**src/rtl/posit_operand_decoder_if.sv**
```systemverilog
// Shared sign type plus the operand/decoded-field bundle between the issue stage and the mantissa adder.
// special_cnt is only present when DECODE_SPECIAL_CNT_EN is defined.
package common;
    typedef enum logic {POS = 1'b0, NEG = 1'b1} sign_t;
endpackage

interface posit_operand_decoder_if #(parameter int N = 8);
    import common::*;

    logic               in_valid;
    logic               in_ready;
    logic [N-1:0]       a_posit;
    logic [N-1:0]       b_posit;
    logic               out_valid;
    logic               out_ready;
    sign_t              a_sign;
    sign_t              b_sign;
    logic signed [7:0]  a_regime;
    logic signed [7:0]  b_regime;
    logic signed [7:0]  a_exponent;
    logic signed [7:0]  b_exponent;
    logic [7:0]         a_mantissa;
    logic [7:0]         b_mantissa;
    logic               a_zero;
    logic               a_nar;
    logic               b_zero;
    logic               b_nar;
`ifdef DECODE_SPECIAL_CNT_EN
    logic [15:0]        special_cnt;
`endif

    modport master (
        output in_valid, a_posit, b_posit, out_ready,
        input  in_ready, out_valid,
        input  a_sign, b_sign, a_regime, b_regime, a_exponent, b_exponent,
        input  a_mantissa, b_mantissa, a_zero, a_nar, b_zero, b_nar
`ifdef DECODE_SPECIAL_CNT_EN
        , input special_cnt
`endif
    );

    modport slave (
        input  in_valid, a_posit, b_posit, out_ready,
        output in_ready, out_valid,
        output a_sign, b_sign, a_regime, b_regime, a_exponent, b_exponent,
        output a_mantissa, b_mantissa, a_zero, a_nar, b_zero, b_nar
`ifdef DECODE_SPECIAL_CNT_EN
        , output special_cnt
`endif
    );
endinterface

```
**src/rtl/posit_operand_decoder.sv**
```systemverilog
// Posit operand-pair decoder (sign/regime/exponent/mantissa); DECODE_SPECIAL_CNT_EN adds special_cnt.
// Latency: pair presented in cycle c is on the outputs in cycle c+2; one pair per cycle sustained.
// Backpressure: elastic two-entry pipe, in_ready drops only when both stages hold data and out_ready=0.
module posit_operand_decoder #(
    parameter int N  = 8,
    parameter int ES = 1
) (
    input  logic clk,
    input  logic rst_n,
    posit_operand_decoder_if.slave io
);
    import common::*;

    typedef struct packed {
        sign_t        sign;
        logic [N-1:0] mag;
        logic [2:0]   run;
        logic         pol;
        logic         zero;
        logic         nar;
    } s1_t;

    typedef struct packed {
        sign_t             sign;
        logic signed [7:0] regime;
        logic signed [7:0] exponent;
        logic [7:0]        mantissa;
        logic              zero;
        logic              nar;
    } dec_t;

    function automatic s1_t stage1(input logic [N-1:0] p);
        s1_t  s;
        logic more;
        s.sign = p[N-1] ? NEG : POS;
        s.mag  = p[N-1] ? (~p + N'(1)) : p;
        s.zero = (p == '0);
        s.nar  = (p == {1'b1, {(N-1){1'b0}}});
        s.pol  = s.mag[N-2];
        s.run  = 3'd1;
        more   = 1'b1;
        for (int i = N - 3; i >= 0; i--) begin
            if (more && (s.mag[i] == s.pol)) s.run = s.run + 3'd1;
            else                             more  = 1'b0;
        end
        return s;
    endfunction

    // Shifting past the sign, run and terminator leaves exponent then fraction
    // at the top; truncated fields naturally read as zeros.
    function automatic dec_t stage2(input s1_t s);
        dec_t       d;
        logic [3:0] drop;
        logic [7:0] rem;
        logic [7:0] frac;
        drop       = {1'b0, s.run} + 4'd2;
        rem        = s.mag << drop;
        frac       = rem << ES;
        d.sign     = s.sign;
        d.regime   = s.pol ? ($signed({5'd0, s.run}) - 8'sd1) : -$signed({5'd0, s.run});
        d.exponent = $signed(rem >> (8 - ES));
        d.mantissa = 8'h80 | (frac >> 1);
        d.zero     = 1'b0;
        d.nar      = 1'b0;
        if (s.zero || s.nar) begin
            d      = '0;
            d.zero = s.zero;
            d.nar  = s.nar;
        end
        return d;
    endfunction

    logic s1_vld, s2_vld;
    s1_t  s1_a, s1_b;
    dec_t s2_a, s2_b;
    logic s1_adv, s2_adv;

    assign s2_adv      = !s2_vld || io.out_ready;
    assign s1_adv      = !s1_vld || s2_adv;
    assign io.in_ready = s1_adv;

    always_ff @(posedge clk or negedge rst_n) begin
        if (!rst_n) begin
            s1_vld <= 1'b0;
            s1_a   <= '0;
            s1_b   <= '0;
            s2_vld <= 1'b0;
            s2_a   <= '0;
            s2_b   <= '0;
        end else begin
            if (s1_adv) begin
                s1_vld <= io.in_valid;
                if (io.in_valid) begin
                    s1_a <= stage1(io.a_posit);
                    s1_b <= stage1(io.b_posit);
                end
            end
            if (s2_adv) begin
                s2_vld <= s1_vld;
                if (s1_vld) begin
                    s2_a <= stage2(s1_a);
                    s2_b <= stage2(s1_b);
                end
            end
        end
    end

    assign io.out_valid  = s2_vld;
    assign io.a_sign     = s2_a.sign;
    assign io.a_regime   = s2_a.regime;
    assign io.a_exponent = s2_a.exponent;
    assign io.a_mantissa = s2_a.mantissa;
    assign io.a_zero     = s2_a.zero;
    assign io.a_nar      = s2_a.nar;
    assign io.b_sign     = s2_b.sign;
    assign io.b_regime   = s2_b.regime;
    assign io.b_exponent = s2_b.exponent;
    assign io.b_mantissa = s2_b.mantissa;
    assign io.b_zero     = s2_b.zero;
    assign io.b_nar      = s2_b.nar;

`ifdef DECODE_SPECIAL_CNT_EN
    logic [15:0] special_cnt;
    always_ff @(posedge clk or negedge rst_n) begin
        if (!rst_n) begin
            special_cnt <= 16'd0;
        end else if (s2_vld && io.out_ready && (s2_a.zero || s2_a.nar || s2_b.zero || s2_b.nar)
                     && (special_cnt != 16'hFFFF)) begin
            special_cnt <= special_cnt + 16'd1;
        end
    end
    assign io.special_cnt = special_cnt;
`endif
endmodule

```
**src/flat_wrapper.sv**
```systemverilog
// flat-port wrapper written by rule: the top's interface ports become plain ports
module posit_operand_decoder_flat import common::*;
#(
    parameter int N  = 8,
    parameter int ES = 1
)
  (clk, rst_n, io_in_valid, io_a_posit, io_b_posit, io_out_ready, io_in_ready, io_out_valid, io_a_sign, io_b_sign, io_a_regime, io_b_regime, io_a_exponent, io_b_exponent, io_a_mantissa, io_b_mantissa, io_a_zero, io_a_nar, io_b_zero, io_b_nar);
  posit_operand_decoder_if #(.N(N)) io_i ();
  input  logic clk;
  input  logic rst_n;
  input wire logic [$bits(io_i.in_valid)-1:0] io_in_valid;
  input wire logic [$bits(io_i.a_posit)-1:0] io_a_posit;
  input wire logic [$bits(io_i.b_posit)-1:0] io_b_posit;
  input wire logic [$bits(io_i.out_ready)-1:0] io_out_ready;
  output wire logic [$bits(io_i.in_ready)-1:0] io_in_ready;
  output wire logic [$bits(io_i.out_valid)-1:0] io_out_valid;
  output wire logic [$bits(io_i.a_sign)-1:0] io_a_sign;
  output wire logic [$bits(io_i.b_sign)-1:0] io_b_sign;
  output wire logic [$bits(io_i.a_regime)-1:0] io_a_regime;
  output wire logic [$bits(io_i.b_regime)-1:0] io_b_regime;
  output wire logic [$bits(io_i.a_exponent)-1:0] io_a_exponent;
  output wire logic [$bits(io_i.b_exponent)-1:0] io_b_exponent;
  output wire logic [$bits(io_i.a_mantissa)-1:0] io_a_mantissa;
  output wire logic [$bits(io_i.b_mantissa)-1:0] io_b_mantissa;
  output wire logic [$bits(io_i.a_zero)-1:0] io_a_zero;
  output wire logic [$bits(io_i.a_nar)-1:0] io_a_nar;
  output wire logic [$bits(io_i.b_zero)-1:0] io_b_zero;
  output wire logic [$bits(io_i.b_nar)-1:0] io_b_nar;
  assign io_i.in_valid = io_in_valid;
  assign io_i.a_posit = io_a_posit;
  assign io_i.b_posit = io_b_posit;
  assign io_i.out_ready = io_out_ready;
  assign io_in_ready = io_i.in_ready;
  assign io_out_valid = io_i.out_valid;
  assign io_a_sign = io_i.a_sign;
  assign io_b_sign = io_i.b_sign;
  assign io_a_regime = io_i.a_regime;
  assign io_b_regime = io_i.b_regime;
  assign io_a_exponent = io_i.a_exponent;
  assign io_b_exponent = io_i.b_exponent;
  assign io_a_mantissa = io_i.a_mantissa;
  assign io_b_mantissa = io_i.b_mantissa;
  assign io_a_zero = io_i.a_zero;
  assign io_a_nar = io_i.a_nar;
  assign io_b_zero = io_i.b_zero;
  assign io_b_nar = io_i.b_nar;
  posit_operand_decoder #(.N(N), .ES(ES)) u_core (.clk(clk), .rst_n(rst_n), .io(io_i));
endmodule
```
**config.mk**
```make
export PLATFORM = sky130hd
export DESIGN_NAME = posit_operand_decoder_flat
export DESIGN_NICKNAME = d
export VERILOG_FILES = /design/src/rtl/posit_operand_decoder_if.sv /design/src/rtl/posit_operand_decoder.sv /design/src/flat_wrapper.sv
export SDC_FILE = /design/constraint.sdc
export NUM_CORES = 1
export LEC_CHECK = 0
export CAP_MARGIN = 20
export CORE_ASPECT_RATIO = 1.75
export CORE_MARGIN = 2
export CORE_UTILIZATION = 47
export DETAILED_ROUTE_END_ITERATION = 16
export PLACE_DENSITY = 0.77
export RECOVER_POWER = 25
export SYNTH_ARGS = -nofsm -noshare
export SYNTH_HDL_FRONTEND = slang
export SYNTH_SLANG_ARGS = --single-unit
export TNS_END_PERCENT = 10
```
**constraint.sdc**
```tcl
create_clock -name clk -period 2.1 [get_ports clk]
set_input_delay 0.42 -clock clk [delete_from_list [all_inputs] [get_ports clk]]
set_output_delay 0.42 -clock clk [all_outputs]
set_load 0.02 [all_outputs]
```
==> qor.csv <==
metric;value;unit
fin area;5080;µm²
VDD IR max;0.508;mV
CP endpoint kind;flop;
fillcell total;586;
Yosys Warn Count;0;
area of the mapped netlist;3660;µm²
R2R depth;4;
crit share post-route;101;%
largest stage delay on the critical path;500;ps
violated checks;negative setup slack;
DRT iter0 DRCs;194;
number of CTS-inserted buffers;9;
initial core utilization;48.4;%
critical path arrival;2330;ps
I/O Buffers;61;
Core Footprint;7570;µm²
worst setup margin;-15.0;ps
Die X;70.7;µm
DIE HEIGHT;121;µm
Seq cells post-synth;64;
share of layout cells above drive strength 1;22.5;%
first-pass GRT wire length;13700;µm
Row Count;42;
Antenna Cells;0;
via count;3154;
worst hold slack;272;ps
CTS Sinks;64;
Initial DRT Pass Iterations;4;
Mean Syn Cell Area;9.56;µm²
top_reg_cell synth;dfrtp_1;
final critical-path required period;2120;ps
fin nets;511;
RSZ-0062 raised after global routing;true;
Leak Pwr;2.32;nW
vias in the first global route;3066;
worst hold path type;in -> async;
# setup viols final;1;
DR WL/cell;14.7;µm
max-cap violations;0;
initial antenna violation count;0;
clk root buf;clkbuf_16;
fmax;473;MHz
Worst-Skew Late Latency;330;ps
largest net degree at the start of global routing;46;
crit start category;input pin;
cell at the slowest stage of the critical path;clkdlybuf4s50_1;
run status;complete, but fails checks;
H-tree depth;3;
GRT Residual Overflow;0;
Pins Over Slew Limit;0;
kind of critical path;in -> reg;
synth unique cells;47;
dpl cell area;4610;µm²
cell chain of the critical path;clkdlybuf4s50_1, buf_4, nor2b_1, xnor2_2, nand2_1, nor4_2, a211oi_2, a221o_1;
Final Wtd Congestion;0.872;
worst slew pin tran;1090;ps
DRT Wirelength;8430;µm
clk buf depth;2;
gr usage total;20.0;%
critical path fanouts, max;5;
Post-synth EDFFs;0;
Top Ports;76;
ys async rst share;100;%
area growth from synthesis to layout;38.6;%
clk slew on worst S/H paths;50;ps
Fin. Hold Viols;0;
hpwl dp;5890;µm
CTS tree;done;
antenna violation net count after detailed routing;0;
Slew HR;27.6;%
Final Skew;6.08;ps
DRC Markers;0;
Pwr per Cell Area;980;nW/µm²
Die ar.;8540;µm²
CP required;2310;ps
via/cell ratio;5.51;
Gate Count Post-Synth;383;
Seq/Total Area, Yosys;43.7;%
metrics by stage:
stage / TNS, ps / power (mW) / std cells / worst slack, ps / util [%]
2_1_floorplan: -14.8 / 2.82 / 396 / -14.8 / -
3_3_place_gp: -2620 / 3.49 / 553 / -550 / 60.9
3_5_place_dp: -3030 / 3.56 / 553 / -635 / 60.9
4_1_cts: 0 / 4.96 / 570 / 7.33 / 65.7
5_1_grt: -209 / 5.26 / 572 / -135 / 67.1
6_report: -15.0 / 4.97 / 572 / -15.0 / 67.1
synthesized netlist by cell type, drive strengths merged, types with 4 or more instances:
cell	n	area, µm²
dfrtp	64	1600
nand2	63	236
o21ai	37	189
buf	22	158
clkbuf	20	76.3
mux2i	15	150
inv	13	48.8
ha	12	150
nor2	11	41.3
o31ai	11	82.6
xor2	10	87.6
a21oi	9	45.0
mux2	9	101
nor3	9	45.0
xnor2	9	86.3
a22o	8	70.1
nor2b	8	50.1
nand2b	6	37.5
nor4	6	43.8
a211oi	5	47.5
nand3	4	20.0
worst max-delay path, delay by kind of cell:
| kind | cells | cell delay (ps) |
|---|---|---|
| AO/OA/AOI/OAI | 2 | 400 |
| XOR/XNOR | 1 | 200 |
| buffers and inverters | 2 | 640 |
| AND/OR/NAND/NOR | 3 | 660 |
layout by cell type (no fill, tap or decap), types with 3 or more instances in the layout:
cell type,synthesis,final
nor2_1,11,11
buf_12,0,3
clkinv_2,0,3
a211oi_1,3,3
ha_1,12,11
conb_1,1,14
xnor2_1,8,6
dlymetal6s2s_1,0,3
inv_1,13,13
o21ai_0,36,36
mux2_2,9,9
nor3_1,9,7
clkbuf_2,1,4
nand2_1,63,63
nor2b_1,8,8
clkdlybuf4s50_1,0,53
dfrtp_1,64,64
a21oi_1,9,8
clkbuf_8,0,3
nand2b_1,6,6
a22o_1,8,8
mux4_2,3,3
a32o_1,3,3
o31ai_1,11,10
clkbuf_16,0,9
mux2i_1,15,15
nand3_1,4,4
xor2_1,10,9
buf_4,20,49
power by group:
part / switching [mW] / internal [mW]
clock: 0.484 / 0.886
combinational: 0.980 / 0.928
sequential: 0.206 / 1.49
total: 1.67 / 3.30
state kept, by name, indices dropped and copies added, names as in the netlist:
signal / flops
u_core.s1_a: 14
u_core.s1_b: 14
u_core.io.a_mantissa: 8
u_core.io.b_mantissa: 8
u_core.io.a_regime: 5
u_core.io.b_regime: 5
u_core.io.a_exponent: 1
u_core.io.a_nar: 1
u_core.io.a_sign: 1
u_core.io.a_zero: 1
u_core.io.b_exponent: 1
u_core.io.b_nar: 1
u_core.io.b_sign: 1
u_core.io.b_zero: 1
u_core.io.out_valid: 1
u_core.s1_vld: 1
kinds of logic (layout without fill, tap and decap cells):
logic type | after synthesis | count (layout) | share of synthesized area [%]
and+or+nand+nor | 120 | 120 | 15.5
muxes | 27 | 27 | 8.71
DFF | 64 | 64 | 43.7
AOI/OAI and AO/OA | 85 | 85 | 15.4
adders and majority gates | 12 | 12 | 4.10
xor gates and xnor gates | 19 | 19 | 4.75
other | 1 | 14 | 0.102
buffers and inverters | 55 | 143 | 7.72
final timing paths:
check	endpoint	from	slack (ps)
worst max-delay path	u_core.s1_b[3]	io_b_posit[7]	-20
worst min-delay path	u_core.s1_b[6]	rst_n	270
worst max register to register	u_core.io.a_mantissa[1]	u_core.s1_a[0]	420
worst min register to register	u_core.io.a_mantissa[7]	u_core.io.a_mantissa[7]	480
max in group asynchronous	u_core.io.a_mantissa[1]	rst_n	1030
min in group clk	u_core.s1_a[6]	io_a_posit[0]	450
what timing repair did:
action,4_1_cts,5_1_grt
setup buffers,1,2
gates cloned,0,0
hold buffers,0,0
setup endpoints to repair,4,6
resized for setup,18,22
pin swaps,5,6
layout make-up:
cell class,instances,area (µm²),area share (%)
multi-input cells,277,2000,39.4
flip-flops and latches,64,1600,31.6
repair buffers,114,1030,20.3
clock buffers,13,270,5.32
well taps,88,110,2.17
inverters,13,48.8,0.961
clock inverters,3,15.0,0.296
routing by layer:
layer	global-route usage, %	routed length (µm)
met1	21.9	3190
met2	36.3	4630
met3	4.17	420
met4	9.08	187
met5	0	0
Note: power is estimated with default switching activity, not from simulation.
